`config.mk`:
```
export PLATFORM = sky130hd
export DESIGN_NAME = layer_header_fetch
export DESIGN_NICKNAME = d
export VERILOG_FILES = /design/src/rtl/layer_header_fetch.sv
export SDC_FILE = /design/constraint.sdc
export NUM_CORES = 1
export LEC_CHECK = 0
export CAP_MARGIN = 20
export CORE_ASPECT_RATIO = 2
export CORE_MARGIN = 3
export CORE_UTILIZATION = 50
export CTS_BUF_LIST = sky130_fd_sc_hd__clkbuf_8
export DETAILED_ROUTE_END_ITERATION = 6
export PLACE_DENSITY_LB_ADDON = 0.12
export SKIP_LAST_GASP = 1
export SYNTH_ARGS = -nofsm -noshare
export SYNTH_HDL_FRONTEND = slang
export SYNTH_SLANG_ARGS = --single-unit
```
`constraint.sdc`:
```
create_clock -name clk -period 4.3 [get_ports clk]
set_clock_uncertainty 0.05 [all_clocks]
set_input_delay 0.86 -clock clk [delete_from_list [all_inputs] [get_ports clk]]
set_output_delay 0.86 -clock clk [all_outputs]
set_load 0.05 [all_outputs]
```
`src/rtl/layer_header_fetch.sv`:
```
// layer_header_fetch: on frame_start, reads each layer's header words from
// the layer register memory, packs them into one wide packet and emits it
// with a valid/ready handshake. The last layer is followed by a frame_done pulse.
// Optional feature macro: LAYER_SKIP_DISABLED_EN. When it is defined, a layer
// whose captured word 0 bit 0 is clear is skipped without being emitted.
module layer_header_fetch #(
    parameter int unsigned DATA_WIDTH      = 16,
    parameter int unsigned NUM_LAYERS      = 8,
    parameter int unsigned WORDS_PER_LAYER = 4,
    localparam int unsigned ADDR_W  = (NUM_LAYERS * WORDS_PER_LAYER > 1) ?
                                      $clog2(NUM_LAYERS * WORDS_PER_LAYER) : 1,
    localparam int unsigned LAYER_W = (NUM_LAYERS > 1) ? $clog2(NUM_LAYERS) : 1
) (
    input  logic                                  clk,
    input  logic                                  rst_n,
    input  logic                                  frame_start,
    output logic [ADDR_W-1:0]                     rd_addr,
    input  logic [DATA_WIDTH-1:0]                 rd_data,
    output logic                                  hdr_valid,
    input  logic                                  hdr_ready,
    output logic [DATA_WIDTH*WORDS_PER_LAYER-1:0] hdr_data,
    output logic [LAYER_W-1:0]                    hdr_layer,
    output logic                                  busy,
    output logic                                  frame_done
);

    localparam int unsigned WORD_W = (WORDS_PER_LAYER > 1) ? $clog2(WORDS_PER_LAYER) : 1;

    typedef enum logic [1:0] {
        IDLE = 2'd0,
        READ = 2'd1,
        EMIT = 2'd2
    } state_t;

    state_t              state;
    logic [LAYER_W-1:0]  layer;
    logic [WORD_W-1:0]   word;
    logic                last_word_c;
    logic                last_layer_c;
    logic                keep_c;

    assign last_word_c  = (word  == WORD_W'(WORDS_PER_LAYER - 1));
    assign last_layer_c = (layer == LAYER_W'(NUM_LAYERS - 1));

    // Layer enable is word 0 bit 0; with a single word per layer it is still on rd_data.
`ifdef LAYER_SKIP_DISABLED_EN
    assign keep_c = (word == '0) ? rd_data[0] : hdr_data[0];
`else
    assign keep_c = 1'b1;
`endif

    // Memory address is only driven while reading; parked at zero otherwise.
    assign rd_addr = (state == READ) ?
                     ADDR_W'(ADDR_W'(layer) * ADDR_W'(WORDS_PER_LAYER) + ADDR_W'(word)) :
                     '0;

    assign hdr_layer = layer;
    assign busy      = (state != IDLE);

    // Scan sequencer: read words, present packet, advance layer, close frame.
    always_ff @(posedge clk) begin
        if (!rst_n) begin
            state      <= IDLE;
            layer      <= '0;
            word       <= '0;
            hdr_data   <= '0;
            hdr_valid  <= 1'b0;
            frame_done <= 1'b0;
        end else begin
            frame_done <= 1'b0;
            case (state)
                IDLE: begin
                    if (frame_start) begin
                        layer <= '0;
                        word  <= '0;
                        state <= READ;
                    end
                end
                READ: begin
                    for (int k = 0; k < WORDS_PER_LAYER; k++) begin
                        if (word == WORD_W'(k)) begin
                            hdr_data[k*DATA_WIDTH +: DATA_WIDTH] <= rd_data;
                        end
                    end
                    if (last_word_c) begin
                        word <= '0;
                        if (keep_c) begin
                            state <= EMIT;
                        end else if (last_layer_c) begin
                            state      <= IDLE;
                            frame_done <= 1'b1;
                        end else begin
                            layer <= layer + 1'b1;
                            state <= READ;
                        end
                    end else begin
                        word <= word + 1'b1;
                    end
                end
                EMIT: begin
                    // Packet is presented on the cycle after READ exit.
                    if (!hdr_valid) begin
                        hdr_valid <= 1'b1;
                    end else if (hdr_ready) begin
                        hdr_valid <= 1'b0;
                        word      <= '0;
                        if (last_layer_c) begin
                            state      <= IDLE;
                            frame_done <= 1'b1;
                        end else begin
                            layer <= layer + 1'b1;
                            state <= READ;
                        end
                    end
                end
                default: begin
                    state     <= IDLE;
                    hdr_valid <= 1'b0;
                end
            endcase
        end
    end

endmodule

```
==> flow_metrics.tcl <==
set metrics [dict create \
    synth_nets 376 \
    core_sq_mm 0.00552 \
    clk_latency_ns 0.34 \
    met2_length_mm 3.98 \
    clkSlewWorstSetupHoldPaths_ns 0.07 \
    nFillCells 477 \
    wl_per_cell_microns 14.8 \
    fin_ws_ns 1.11 \
    clock.fmax_ghz 0.313 \
    hold_slack_ns 0.402 \
    clock_sinks 73 \
    final_layout_size_suffix_gt1_frac 0.0482 \
    io_pins 95 \
    drt_iter0_markers 103 \
    ant_nets 0 \
    grt_pass1_vias 2446 \
    synth.largest_area_cell "dfxtp_1" \
    synth.area.top_cells "dfxtp_1 (51%), nand2_1 (17%), a21oi_1 (12%)" \
    netlist_instances 350 \
    maxSlewHeadroom 0.554 \
    utilization 0.713 \
    n_antenna_cell 0 \
    async_reset_ff_frac 0 \
    synth_cell_type_count 28 \
    synthesis.area_sq_mm 0.00289 \
    maxSlewViolCount 0 \
    antenna_found_initial 0 \
    cts_setup_buffers 0 \
    ys_seq_area_frac 0.505 \
    setup_tns_ns 0 \
    syn2layout_area_growth_pct 36.0 \
    wl_met1_mm 2.76 \
    rsz0062_at_grt "false" \
    fin_nets 459 \
    grt-ovfl-total 0 \
    period_share 0.742 \
    rows 38 \
    power_leakage_nw 1.45 \
    start_kind "flip-flop" \
    vias 2645 \
    postCtsHoldBufs 0 \
    multi_input_area_sq_mm 0.00123 \
    dpl.hpwl_mm 5.31 \
    htreeDepth 3 \
    cts_tree "built" \
    finalWeightedCongestion 0.811 \
    path_max_fanout 11 \
    critical_path_required_ns 3.39 \
    placement.io_buffers 94 \
    ys_ff_latch 73 \
    grt_use_total 0.228 \
    status "finished, final reports clean" \
    cp-end-kind "primary output" \
    cp.arrival_ns 2.28 \
    dp_slack_ns 1.47 \
    root_buffer "clkbuf_8" \
    grt_first_pass_wirelength_mm 11.7 \
    die-area_sq_mm 0.00679 \
    hold_class "flip-flop to flip-flop" \
    seqCellArea_sq_mm 0.00146 \
    grt_max_degree 70 \
    clockBufferDepth 2 \
    top_layer "met4" \
    synth.avg_cell_area_sq_um 8.27 \
    wirelength_mm 7.35 \
    start_util 0.525 \
    maxCapViolCount 0 \
    timing_hold_violations_final 0 \
    fp.dieH_microns 114 \
    die_x_microns 59.8 \
    period_minus_slack_ns 3.19 \
    synthFlopType "dfxtp_1" \
    worst_pin_slew_ns 0.669 \
    p_per_area_mw_per_mm2 348 \
    setup_viol 0 \
    viasPerCell 5.33 \
    drt_first_pass_iters 4 \
    yosys_warnings 0 \
    cts_resized 0 \
    ir_worst_vdd_v 0.000278 \
    synth_edf_count 0 \
    cts_buffers 9 \
    netlist.area_leader.share 0.505 \
    path_class "flip-flop to primary output" \
    route.detailed.drc 0 \
    wl_met3_microns 456 \
]
-- cells in the final DEF (no fill, tap or decap), drive strengths merged --
cell / netlist / layout
a22oi: 2 / 2
nand3: 8 / 8
clkbuf: 5 / 9
o21ai: 1 / 1
nor3: 3 / 3
nand4: 2 / 2
or2: 1 / 1
and2: 3 / 3
clkinv: 0 / 2
a21oi: 70 / 70
nor2b: 1 / 1
nand2b: 2 / 2
dfxtp: 73 / 73
or3: 1 / 1
ha: 6 / 6
nand4b: 1 / 1
clkdlybuf4s50: 0 / 94
nand3b: 5 / 5
and3b: 4 / 4
buf: 19 / 2
nor2: 3 / 3
a31oi: 2 / 2
o211ai: 3 / 3
bufinv: 0 / 1
inv: 5 / 7
nand2: 130 / 130
-- synth_stat cells (all sizes together) (2+ instances only) --
library cell    n
and2            3
ha              6
nor3            3
nand2         130
inv             5
o211ai          3
dfxtp          73
a21oi          70
nand2b          2
a22oi           2
buf            19
clkbuf          5
nand3b          5
nor2            3
nand4           2
a31oi           2
and3b           4
nand3           8
-- cell families (layout without fill, tap and decap cells) --
| group | after synthesis | after routing | synth area share |
|---|---|---|---|
| DFF | 73 | 73 | 0.505 |
| adders and majority gates | 6 | 6 | 0.0260 |
| buffers and inverters | 29 | 115 | 0.0679 |
| AOI/OAI and AO/OA | 78 | 78 | 0.140 |
| and+or+nand+nor | 164 | 164 | 0.261 |
-- path summary, 6_finish.rpt --
| check | startpoint | to | slack [ns] | cells past startpoint |
|---|---|---|---|---|
| setup reg to reg | state[0] | hdr_data[43] | 2.56 | 4 |
| hold / removal | hdr_data[59] | hdr_data[59] | 0.40 | 2 |
| hold reg to reg | hdr_data[59] | hdr_data[59] | 0.40 | 2 |
| setup / recovery | state[0] | rd_addr[0] | 1.11 | 4 |
-- where the power goes --
part / switching, mW / leakage [nW] / total, mW / internal, mW
Clock: 0.229 / 0.0975 / 0.486 / 0.257
Sequential: 0.0109 / 0.591 / 0.703 / 0.692
Combinational: 0.118 / 0.760 / 0.178 / 0.0605
-- through the flow --
stage,instances,total power [mW],instance area [sq um]
finish,496,1.37,3930
global placement,481,0.893,3740
global route,496,1.42,3930
detailed placement,481,0.895,3740
CTS,495,1.38,3910
floorplan,350,0.833,2890
-- layer usage --
layer,up-vias,global-route usage
li1,1313,-
met1,1234,0.257
met2,84,0.393
met3,14,0.0510
met4,0,0.102
met5,-,0
-- state kept, by name, summed over array words and instances, names as in the netlist --
signal and cells:
word 2, frame_done 1, state 2, hdr_layer 3
hdr_valid 1, hdr_data 64
-- area by class of cell --
cell class	count	share of cell area
Sequential cell	73	0.372
Multi-Input combinational cell	248	0.314
Timing Repair Buffer	96	0.246
Clock buffer	9	0.0315
Tap cell	60	0.0191
Clock inverter	5	0.0130
Inverter	5	0.00477
-- worst max-delay path: stages, from the launching register on --
cell,delay [ns]
dfxtp_1,0.50
buf_4,0.27
inv_1,0.12
nor3_1,0.22
clkdlybuf4s50_1,0.84
No activity file was read; power rests on OpenSTA's default activity.
